==> src/rtl/db_req_arbiter.sv <==
// ---------------------------------------------------------------------------
// db_req_arbiter
//
// Shares one lookup database between NUM_REQ requesters. Requests are granted
// round-robin, forwarded to the database one at a time, and the result (or a
// timeout if the database stays silent) is returned to the owning requester
// as a single-cycle pulse.
//
// Parameters
//   KEY_SIZE  lookup key width in bits
//   NUM_REQ   number of requesters (2..8)
//   TIMEOUT   cycles to wait for a database result before giving up (2..65535)
//
// Ports
//   clk, rst          clock, synchronous active-high reset
//   req_valid         per-requester request
//   req_key/req_flag  per-requester key and op flags (packed, requester i at slot i)
//   req_ready         combinational accept strobe, one-hot, only while idle
//   resp_valid        registered one-hot response pulse
//   resp_flag         result flag (0 on timeout)
//   resp_timeout      response was produced by the timeout
//   db_key/db_flag    latched key and op presented to the database
//   db_valid          request to the database (high while issuing)
//   db_ready          database accepts the request
//   db_out_valid      database result strobe
//   db_out_flag       database result flag
//   req_cnt           accepted requests, saturating
//   timeout_cnt       timeouts, saturating
// ---------------------------------------------------------------------------
module db_req_arbiter #(
  parameter int KEY_SIZE = 96,
  parameter int NUM_REQ  = 2,
  parameter int TIMEOUT  = 64
) (
  input  logic                        clk,
  input  logic                        rst,
  input  logic [NUM_REQ-1:0]          req_valid,
  input  logic [NUM_REQ*KEY_SIZE-1:0] req_key,
  input  logic [NUM_REQ*4-1:0]        req_flag,
  output logic [NUM_REQ-1:0]          req_ready,
  output logic [NUM_REQ-1:0]          resp_valid,
  output logic [3:0]                  resp_flag,
  output logic                        resp_timeout,
  output logic [KEY_SIZE-1:0]         db_key,
  output logic [3:0]                  db_flag,
  output logic                        db_valid,
  input  logic                        db_ready,
  input  logic                        db_out_valid,
  input  logic [3:0]                  db_out_flag,
  output logic [15:0]                 req_cnt,
  output logic [15:0]                 timeout_cnt
);

  typedef enum logic [1:0] {
    ST_IDLE,
    ST_ISSUE,
    ST_WAIT
  } state_t;

  localparam logic [15:0]        TIMER_LAST = 16'(TIMEOUT - 1);
  localparam logic [NUM_REQ-1:0] LAST_RST   = NUM_REQ'(1) << (NUM_REQ - 1);

  state_t              r_state;
  // Last granted requester, kept one-hot; it is also the owner of the
  // outstanding lookup, since it only changes on a grant.
  logic [NUM_REQ-1:0]  r_last_oh;
  logic [15:0]         r_timer;
  logic [KEY_SIZE-1:0] r_db_key;
  logic [3:0]          r_db_flag;
  logic [15:0]         r_req_cnt;
  logic [15:0]         r_timeout_cnt;
  logic [NUM_REQ-1:0]  r_resp_valid;
  logic [3:0]          r_resp_flag;
  logic                r_resp_timeout;

  logic [NUM_REQ-1:0]  w_hi_mask;
  logic [NUM_REQ-1:0]  w_req_hi;
  logic [NUM_REQ-1:0]  w_pick_hi;
  logic [NUM_REQ-1:0]  w_pick_all;
  logic [NUM_REQ-1:0]  w_grant_oh;
  logic [KEY_SIZE-1:0] w_key_acc  [NUM_REQ+1];
  logic [3:0]          w_flag_acc [NUM_REQ+1];
  logic [KEY_SIZE-1:0] w_sel_key;
  logic [3:0]          w_sel_flag;

  // Round-robin: requesters strictly above the last grant get priority; if
  // none of them is requesting, wrap around to the lowest requesting index.
  // x & (~x + 1) isolates the lowest set bit.
  assign w_req_hi   = req_valid & w_hi_mask;
  assign w_pick_hi  = w_req_hi & (~w_req_hi + NUM_REQ'(1));
  assign w_pick_all = req_valid & (~req_valid + NUM_REQ'(1));
  assign w_grant_oh = (|w_req_hi) ? w_pick_hi : w_pick_all;

  assign w_key_acc[0]  = '0;
  assign w_flag_acc[0] = '0;

  generate
    for (genvar gi = 0; gi < NUM_REQ; gi++) begin : g_req
      if (gi == 0) begin : g_lsb
        assign w_hi_mask[gi] = 1'b0;
      end else begin : g_upper
        // Bit gi lies above the last grant when the grant sits below it.
        assign w_hi_mask[gi] = |r_last_oh[gi-1:0];
      end
      // One-hot AND-OR mux selecting the granted requester's key and flag.
      assign w_key_acc[gi+1]  = w_key_acc[gi] |
                                (w_grant_oh[gi] ? req_key[gi*KEY_SIZE +: KEY_SIZE] : '0);
      assign w_flag_acc[gi+1] = w_flag_acc[gi] |
                                (w_grant_oh[gi] ? req_flag[gi*4 +: 4] : 4'h0);
    end
  endgenerate

  assign w_sel_key  = w_key_acc[NUM_REQ];
  assign w_sel_flag = w_flag_acc[NUM_REQ];

  // No accept strobe while reset is held, so nothing is handed over that
  // the reset is about to discard.
  assign req_ready    = (r_state == ST_IDLE && !rst) ? w_grant_oh : '0;
  assign db_valid     = (r_state == ST_ISSUE);
  assign db_key       = r_db_key;
  assign db_flag      = r_db_flag;
  assign resp_valid   = r_resp_valid;
  assign resp_flag    = r_resp_flag;
  assign resp_timeout = r_resp_timeout;
  assign req_cnt      = r_req_cnt;
  assign timeout_cnt  = r_timeout_cnt;

  always_ff @(posedge clk) begin
    if (rst) begin
      r_state        <= ST_IDLE;
      r_last_oh      <= LAST_RST;
      r_timer        <= '0;
      r_db_key       <= '0;
      r_db_flag      <= '0;
      r_req_cnt      <= '0;
      r_timeout_cnt  <= '0;
      r_resp_valid   <= '0;
      r_resp_flag    <= '0;
      r_resp_timeout <= 1'b0;
    end else begin
      // Response outputs are single-cycle pulses.
      r_resp_valid   <= '0;
      r_resp_flag    <= '0;
      r_resp_timeout <= 1'b0;

      case (r_state)
        ST_IDLE: begin
          if (|req_valid) begin
            r_last_oh <= w_grant_oh;
            r_db_key  <= w_sel_key;
            r_db_flag <= w_sel_flag;
            if (r_req_cnt != 16'hFFFF) begin
              r_req_cnt <= r_req_cnt + 16'd1;
            end
            r_state <= ST_ISSUE;
          end
        end

        ST_ISSUE: begin
          if (db_ready) begin
            r_timer <= '0;
            r_state <= ST_WAIT;
          end
        end

        ST_WAIT: begin
          // A result arriving on the expiry cycle still counts as a result.
          if (db_out_valid) begin
            r_resp_valid <= r_last_oh;
            r_resp_flag  <= db_out_flag;
            r_state      <= ST_IDLE;
          end else if (r_timer == TIMER_LAST) begin
            r_resp_valid   <= r_last_oh;
            r_resp_timeout <= 1'b1;
            if (r_timeout_cnt != 16'hFFFF) begin
              r_timeout_cnt <= r_timeout_cnt + 16'd1;
            end
            r_state <= ST_IDLE;
          end else begin
            r_timer <= r_timer + 16'd1;
          end
        end

        default: r_state <= ST_IDLE;
      endcase
    end
  end

endmodule
==> config.mk <==
export PLATFORM = sky130hd
export DESIGN_NAME = db_req_arbiter
export DESIGN_NICKNAME = d
export VERILOG_FILES = /design/src/rtl/db_req_arbiter.sv
export SDC_FILE = /design/constraint.sdc
export NUM_CORES = 1
export LEC_CHECK = 0
export ABC_AREA = 0
export CORE_MARGIN = 10
export CORE_UTILIZATION = 39
export CTS_CLUSTER_DIAMETER = 150
export DETAILED_ROUTE_END_ITERATION = 10
export HOLD_SLACK_MARGIN = 0.08
export PLACE_DENSITY_LB_ADDON = 0.05
export RECOVER_POWER = 25
export SYNTH_ARGS = -nofsm -noshare
export SYNTH_HDL_FRONTEND = slang
export SYNTH_SLANG_ARGS = --single-unit
==> constraint.sdc <==
create_clock -name clk -period 2.5 [get_ports clk]
set_clock_uncertainty 0.15 [all_clocks]
set_input_delay 0.25 -clock clk [delete_from_list [all_inputs] [get_ports clk]]
set_output_delay 0.25 -clock clk [all_outputs]
set_load 0.01 [all_outputs]
# Yosys cells after proc, flatten, opt, wreduce, memory -nomap -nowiden
# Index checks and enable logic that the tools add are counted.
# totals
register_bits	159
latch_bits	0
ram_bits	0
mem_bits_ro	0
inputBits	210
out_inout_bits	142
word_cells	66
memories	0
# op_classes
n_addsub	5
mul	0
div	0
order_cmp	0
eq_ne	10
n_shift	0
muxes	18
bitwise_logic	9
n_reduce_logical	14
# ops
op	n
$mux W96	2
$or A96 B96 Y96	1
$add A16 B1 Y16 const B	3
$mux W16	3
$ne A16 B16 Y1 const B	2
$pmux W16 S2	1
$eq A16 B6 Y1 const B	1
$mux W2	8
$mux W4	2
$reduce_and A4 Y1	2
$and A2 B2 Y2	3
$pmux W2 S3	1
$reduce_and A3 Y1	2
$reduce_or A2 Y1	3
$reduce_or A3 Y1	2
$add A2 B1 Y2 const B	2
$ne A2 B1 Y1 const B	2
$ne A2 B2 Y1 const B	2
$not A2 Y2	2
$or A4 B4 Y4	1
$ne A3 B3 Y1 const B	1
$eq A2 B1 Y1 const B	1
$eq A2 B2 Y1 const B	1
$logic_not A2 Y1	1
6 further kinds	7

# Depth between registers and ports, before layout
# Gate-level depths: netlist of run 1.
# logic_depth
ltp_word	7
ltp_mapped	7

# Worst setup path before layout of run 1
# Ideal clock, no wire load.
# synth_timing
path_type	reg2reg
start	reg r_timeout_cnt[0], in the netlist timeout_cnt[0]
end	reg r_timeout_cnt[10], in the netlist timeout_cnt[10]
setup_ns	0.070
t_arrival_ns	1.766
required_time_ns	2.280
path_slack_ns	0.514
stages_incl_launch_ff	8
period_less_slack_ns	1.986
path_cell_list	dfxtp_1 > ha_1 > and4_1 > nand3_1 > nand2b_1 > buf_6 > or4_1 > a21oi_1
# synth_via
elab_chain_len	2
elab_cells_between_ends	3
classes_between	1 x add/sub; 1 x eq/ne; 1 x reduce/logical
# synth_rtl
item	line_no	rtl
from (decl)	71	logic [15:0] r_timeout_cnt;
from (signal assigned)	176	r_timeout_cnt <= r_timeout_cnt + 16'd1;
parallel branches: the longest is 2 deep, another holds $add A16 B1 Y16	n/a	
# Parallel ways; which one is timed is not known.
# A chain may end at the register's enable or synchronous reset.

# Worst setup path in the final report of run 1
# layout_timing
start	reg r_last_oh[0]
end	out req_ready[1]
# layout_via
elab_chain_len	6
elab_cells_between_ends	7
classes_between	1 x add/sub; 2 x mux; 3 x bitwise; 1 x reduce/logical
# layout_rtl
item	line_no	rtl
from (decl)	66	logic [NUM_REQ-1:0] r_last_oh;
from (signal assigned)	149	r_last_oh <= w_grant_oh;
$and A2 B2 Y2 *	89	assign w_req_hi = req_valid & w_hi_mask;
$not A2 Y2	90	assign w_pick_hi = w_req_hi & (~w_req_hi + NUM_REQ'(1));
$add A2 B1 Y2	90	
$and A2 B2 Y2	90	
$mux W2 *	92	assign w_grant_oh = (|w_req_hi) ? w_pick_hi : w_pick_all;
$mux W2 *	118	assign req_ready = (r_state == ST_IDLE && !rst) ? w_grant_oh : '0;
to (decl)	40	output logic [NUM_REQ-1:0] req_ready,
# Every way passes the cells marked *; elsewhere a longest branch is shown, timed or not.

==> out/metrics.cfg, run 1 <==
[logic_synthesis]
synth.area.mux_share_pct=0.3304
synthesis.instances=677
ys_top_cells_by_area=dfxtp_1, a222oi_1, nor2_1
ys_types=59
yosys.area.top_type=dfxtp_1
synth_edf_count=0
synth_top_family_by_area=compound AO/OA/AOI/OAI gates
synth_top_flop_cell=dfxtp_1
syn-num-nets=890
yosys.area_share.simple_pct=19.84
postSynth.asyncResetShare_pct=0
synth_top_area_share_pct=49.44
syn-cell-area_sq_um=6439
ys_seq_elements=159
synthAdderAreaFrac_pct=0.5830
synth_compound_area_share_pct=23.46
avgSynthCellArea_sq_um=9.511
seq_area_frac_synth_pct=49.44
synth_xor_area_share_pct=1.904
ys_warn_count=0

[pwr]
combPwrFrac_pct=20.3
total_leakage_power_nw=4.066
pwr-share-clk_pct=37.3
powerDensity_nw_per_um2=617.0
pwr-share-seq_pct=42.4
power.switching_w=0.001685
switching_share_pct=25.51
intPower_w=0.004920
ir_drop_mv=0.5122

[critical_path]
crit_arrival_ps=1960
r2r_cells=5
cp_max_fo=3
worstPathRequired_ps=2100
path_class=register to primary output
start_kind=register
regToRegEndpoint=timeout_cnt[13]$_SDFFE_PP0P_
endpoint_kind=primary output
crit_buf_inv=2
path_cells=inv_1 -> a2111oi_4 -> and2_1 -> clkdlybuf4s50_1
r2r-start=timeout_cnt[3]$_SDFFE_PP0P_
path_delay_family=buffers and inverters
rrSetupSlack_ps=330
slowest_delay_ps=590
slowest_stage=clkdlybuf4s50_1

[routing]
wl_microns=26780
drc_errors=0
viasPerCell=5.563
antenna_left=0
dr.first_iter.drc_count=852
vias=6887
drt_pre_antenna_iters=10
wl_per_cell_microns=21.63

[timing]
rsz0062_at_grt=false
slew_headroom_pct=35.56
setup_viol_count_final=0
post-route-period-util_pct=94.36
setup_tns_ps=0
hold_viol=0
tightest_slew_ps=966.5
post-route-min-period_ps=2359
finalMaxSlewViolations=0
setup_slack_ps=141.0
fmax_ghz=0.4239

[finish]
nFillCells=1299
register_area_sq_um=3183
final_common_cell=clkdlybuf4s50_1
final_nets=1222
final_cell_area_sq_um=10710
layout_common_cells=clkdlybuf4s50_1, dfxtp_1, nor2_1, a222oi_1, dlygate4sd3_1
multiInputGateArea_sq_um=2989
area_growth_pct=66.27
drive_gt1_share_pct=6.366
fin_cells=1238
utilization_pct=66.67

[floorplan]
die_h_microns=148.5
initial_core_util_pct=40.10
fp-row-count=46
io_pins=352
die_x_microns=148.5
core-area_sq_um=16060
die-area_sq_um=22050

[clocking]
numCtsBuffers=17
clkTransAtPathRegs_ps=60
cts_tree=built
cts-root-buf=clkbuf_16
clockBufferDepth=2
h-tree-depth=4
cts.sinks=159
insertion_delay_ps=420
post-cts-setup-buffers=0

[global_route]
grt_max_degree=93
grt-ovfl-total=0
grt_usage_pct=22.88
grt_pass1_wl_microns=39860
antenna_found_initial=1
grt_pass1_vias=6767

[worst_hold_path]
worstHoldEndpoint=resp_flag[2]$_SDFF_PP0_
hold_path.class=input pin to register
min_from=db_out_flag[2]
whs_path_depth=2

[placement]
pre_cts_ws_ps=187.4
dp.cells=1205
dp_hpwl_microns=19540
placed_area_sq_um=10150
gp_congestion=0.8264
io_buffers=351

[job]
drv_cap=0

[run_status]
status=completed

## cells in the mapped netlist (6+ instances only)
| master | n |
|---|---|
| dfxtp_1 | 159 |
| nor2_1 | 126 |
| a222oi_1 | 92 |
| nand2_1 | 38 |
| clkbuf_1 | 33 |
| o21ai_0 | 22 |
| nand3_1 | 18 |
| a21oi_1 | 17 |
| buf_2 | 17 |
| and3_1 | 14 |
| xnor2_1 | 13 |
| o31ai_1 | 11 |
| a22oi_1 | 9 |
| inv_1 | 8 |
| nor3_1 | 8 |
| or3_1 | 8 |
| nand4_1 | 7 |
| nor4_1 | 6 |
| or4_1 | 6 |
## flip-flops by register name (all words and copies together) (netlist names)
name	count
timeout_cnt	16
r_timer	16
resp_flag	4
r_state	2
resp_valid	2
resp_timeout	1
db_key	96
db_flag	4
r_last_oh	2
req_cnt	16
## routing by layer
metal / track usage (%) / share of wire (%) / vias up
li1: - / - / 3298
met1: 24.95 / 38 / 3326
met2: 40.30 / 52 / 241
met3: 9.102 / 8.9 / 22
met4: 5.897 / 1.1 / 0
met5: 0 / 0 / -
## metrics by stage
step | total power, W | hold slack [ps]
global route | 0.006867 | 254.2
floorplan | 0.003388 | 228.9
detailed placement | 0.004235 | 277.6
finish | 0.006605 | 266.1
CTS | 0.006706 | 253.4
global placement | 0.004236 | 273.8
## worst max-delay path by stage
| stage | start | endpoint | cells past startpoint |
|---|---|---|---|
| after detailed placement | req_valid[0] | req_ready[1] | 4 |
| after global routing | r_last_oh[0]$_SDFFE_PP0P_ | req_ready[1] | 4 |
| final | r_last_oh[0]$_SDFFE_PP0P_ | req_ready[1] | 4 |
| after floorplan | timeout_cnt[0]$_SDFFE_PP0P_ | timeout_cnt[10]$_SDFFE_PP0P_ | 7 |
| after CTS | rst | req_ready[0] | 5 |
| after global placement | req_valid[0] | req_ready[1] | 4 |
## kinds of logic (layout without fill, tap and decap cells)
group                    after synthesis  in the layout
AND/OR/NAND/NOR                      257            257
AO/OA/AOI/OAI                        180            180
flip-flops                           159            159
buffers and inverters                 62            406
XOR/XNOR                              14             14
adder cells (fa/ha/maj)                3              3
multiplexers                           2              2
other                                  0              1
## what timing repair did
action	4_1_cts	5_1_grt
resized for setup	0	2
endpoints found under the hold margin	1	0
hold buffers	1	0
endpoints found under the setup margin	0	2
## final cells by class
class                      count  share of cell area (%)
multi-input combinational    456                   27.92
antenna                        1                 0.02338
inverter                       8                  0.3156
clock buffer                  25                   4.628
tap                          216                   2.525
sequential                   159                   29.73
clock inverter                 6                  0.5376
timing repair buffer         367                   34.31
## power by group through the flow
stage | logic [W] | registers [W] | clock network [W]
after CTS | 0.00140 | 0.00280 | 0.00251
after floorplan | 0.000470 | 0.00292 | 0
after detailed placement | 0.00139 | 0.00285 | 0
final | 0.00134 | 0.00280 | 0.00246
after global routing | 0.00144 | 0.00282 | 0.00261
after global placement | 0.00138 | 0.00285 | 0
Note: power is estimated with default switching activity, not from simulation.
==> run 2, diff against run 1 <==
--- a/config.mk
+++ b/config.mk
@@ -10,7 +10,7 @@
 export CORE_UTILIZATION = 39
 export CTS_CLUSTER_DIAMETER = 150
 export DETAILED_ROUTE_END_ITERATION = 10
-export HOLD_SLACK_MARGIN = 0.08
+export HOLD_SLACK_MARGIN = 0.12
 export PLACE_DENSITY_LB_ADDON = 0.05
 export RECOVER_POWER = 25
 export SYNTH_ARGS = -nofsm -noshare
==> results of run 2 <==
Final layout, timing and power as in run 1 (identical DEF).
==> run 3, diff against run 2 <==
==> constraint.sdc (replaced) <==
create_clock -name clk -period 2.5 [get_ports clk]
set_clock_uncertainty 0.15 [all_clocks]
set_input_delay 0.25 -clock clk [delete_from_list [all_inputs] [get_ports clk]]
set_output_delay 0.25 -clock clk [all_outputs]
set_load 0.1 [all_outputs]
==> run 3 against run 2 <==
Against the previous run: die area did not move; via count barely moved; sequential cell count unchanged.
==> out/metrics.cfg, run 3 (synthesized netlist as in run 1, its figures left out) <==
[run_status]
status=completed  ; unchanged

[timing]
setup_viol_count_final=0  ; unchanged
setup_tns_ps=0  ; unchanged
hold_viol=0  ; unchanged
post-route-period-util_pct=91.74  ; was 94.36%
post-route-min-period_ps=2293  ; was 2359 ps
rsz0062_at_grt=false  ; unchanged
finalMaxSlewViolations=0  ; unchanged
fmax_ghz=0.4360  ; was 0.4239 GHz
tightest_slew_ps=1257  ; was 966.5 ps
slew_headroom_pct=16.55  ; was 35.56%
whs_ps=267.1  ; was 266.1 ps

[routing]
wl_per_cell_microns=21.31  ; was 21.63 microns
drc_errors=0  ; unchanged
antenna_left=0  ; unchanged
drt_pre_antenna_iters=9  ; was 10
vias=6886  ; was 6887
viasPerCell=5.549  ; was 5.563
wl_microns=26440  ; was 26780 microns
dr.first_iter.drc_count=864  ; was 852

[critical_path]
cp_max_fo=10  ; was 3
start_kind=register  ; unchanged
r2r_cells=6  ; was 5
path_cells=nor2_1 -> buf_4 -> and3_2 -> and2_2 -> buf_12  ; was inv_1 -> a2111oi_4 -> and2_1 -> clkdlybuf4s50_1
path_delay_family=simple AND/OR/NAND/NOR gates  ; was buffers and inverters
slowest_stage=dfxtp_1  ; was clkdlybuf4s50_1
worstPathRequired_ps=2100  ; about the same
rrSetupSlack_ps=360  ; was 330 ps
slowest_delay_ps=510  ; was 590 ps
crit_buf_inv=2  ; unchanged
r2r-start=r_timer[0]$_SDFFE_PP0P_  ; was timeout_cnt[3]$_SDFFE_PP0P_
path_class=register to primary output  ; unchanged
crit_arrival_ps=1890  ; was 1960 ps
endpoint_kind=primary output  ; unchanged
regToRegEndpoint=timeout_cnt[10]$_SDFFE_PP0P_  ; was timeout_cnt[13]$_SDFFE_PP0P_

[finish]
utilization_pct=63.17  ; was 66.67%
final_common_cell=clkdlybuf4s50_1  ; unchanged
final_nets=1224  ; was 1222
area_growth_pct=57.54  ; was 66.27%
nFillCells=1421  ; was 1299
final_cell_area_sq_um=10140  ; was 10710 sq um
largest_reg_flops=96  ; unchanged
drive_gt1_share_pct=14.45  ; was 6.366%
layout_common_cells=clkdlybuf4s50_1, dfxtp_1, nor2_1, a222oi_1, buf_4  ; was clkdlybuf4s50_1, dfxtp_1, nor2_1, a222oi_1, dlygate4sd3_1

[placement]
dp_hpwl_microns=19800  ; was 19540 microns
gp_congestion=0.8325  ; was 0.8264
io_buffers=351  ; unchanged
placed_area_sq_um=9817  ; was 10150 sq um

[floorplan]
die-area_sq_um=22050  ; unchanged
initial_core_util_pct=40.10  ; unchanged
die_x_microns=148.5  ; unchanged
die_h_microns=148.5  ; unchanged
fp-row-count=46  ; unchanged
core-area_sq_um=16060  ; unchanged
io_pins=352  ; unchanged

[pwr]
powerDensity_nw_per_um2=761.1  ; was 617.0 nW/um^2
ir_drop_mv=0.5721  ; was 0.5122 mV
finalPower_w=0.007720  ; was 0.006605 W
total_leakage_power_nw=3.844  ; was 4.066 nW

[global_route]
antenna_found_initial=1  ; unchanged
grt-ovfl-total=0  ; unchanged
grt_usage_pct=22.89  ; was 22.88%
grt_pass1_wl_microns=39920  ; was 39860 microns
grt_max_degree=93  ; unchanged
grt_pass1_vias=6888  ; was 6767

[clocking]
numCtsBuffers=17  ; unchanged
cts-root-buf=clkbuf_16  ; unchanged
clockBufferDepth=2  ; unchanged
cts.sinks=159  ; unchanged
clkTransAtPathRegs_ps=60  ; about the same
post-cts-setup-buffers=0  ; unchanged
h-tree-depth=4  ; unchanged
insertion_delay_ps=430  ; was 420 ps
cts_tree=built  ; unchanged

[worst_hold_path]
min_from=db_out_flag[2]  ; unchanged
whs_path_depth=2  ; unchanged
worstHoldEndpoint=resp_flag[2]$_SDFF_PP0_  ; unchanged
hold_path.class=input pin to register  ; unchanged

[job]
drv_cap=0  ; unchanged

[run 3: changes by cell type in the layout (fill, tap and decap cells not counted), sizes merged]
cell,previous run,this run
bufinv,1,2
dlygate4sd3,67,1
inv,7,9
clkinvlp,2,6
clkbuf,26,93
buf,15,86
dlymetal6s2s,1,0
clkdlybuf4s50,283,208
[run 3: what timing repair did]
action	in CTS	in global routing
resized for setup	0	1
hold buffers	1	0
endpoints found under the setup margin	0	1
endpoints found under the hold margin	2	0
[run 3: stage by stage]
step / setup WS, ps / instances
2_1_floorplan: 29.42 / 677
3_3_place_gp: 217.4 / 1207
3_5_place_dp: 188.3 / 1207
4_1_cts: 97.74 / 1240
5_1_grt: 130.3 / 1241
6_report: 206.5 / 1241
[run 3: layout make-up]
| class | count | area, sq um | area share (%) |
|---|---|---|---|
| Multi-Input combinational cell | 456 | 2994 | 29.52 |
| Clock inverter | 13 | 137.6 | 1.357 |
| Sequential cell | 159 | 3191 | 31.45 |
| Inverter | 8 | 30.03 | 0.2960 |
| Timing Repair Buffer | 369 | 3065 | 30.22 |
| Clock buffer | 19 | 452.9 | 4.465 |
| Antenna cell | 1 | 2.502 | 0.02467 |
| Tap cell | 216 | 270.3 | 2.664 |
[run 3: how the worst max path moves through the flow]
stage,from,end,slack (ps),cells after the start
2_1_floorplan,req_cnt[0]$_SDFFE_PP0P_,req_cnt[9]$_SDFFE_PP0P_,30,6
3_3_place_gp,req_valid[0],db_key[70]$_SDFFE_PP0P_,220,6
3_5_place_dp,req_valid[0],db_key[32]$_SDFFE_PP0P_,190,6
4_1_cts,r_state[0]$_SDFFE_PP0P_,req_ready[0],100,5
5_1_grt,r_state[0]$_SDFFE_PP0P_,req_ready[0],130,5
6_report,r_state[0]$_SDFFE_PP0P_,req_ready[0],210,5
[run 3: report_power, final]
| part | internal [W] | switching, W | total [W] |
|---|---|---|---|
| Clock | 0.00152 | 0.00107 | 0.00259 |
| Combinational | 0.000643 | 0.00169 | 0.00233 |
| Sequential | 0.00270 | 0.0000995 | 0.00280 |
| Total | 0.00486 | 0.00285 | 0.00772 |
[run 3: layer usage]
metal	up-vias	share of wire, %	GRT usage, %
li1	3298	-	-
met1	3274	38	25.52
met2	276	52	39.59
met3	38	8.1	7.464
met4	0	2.5	8.672
met5	-	0	0
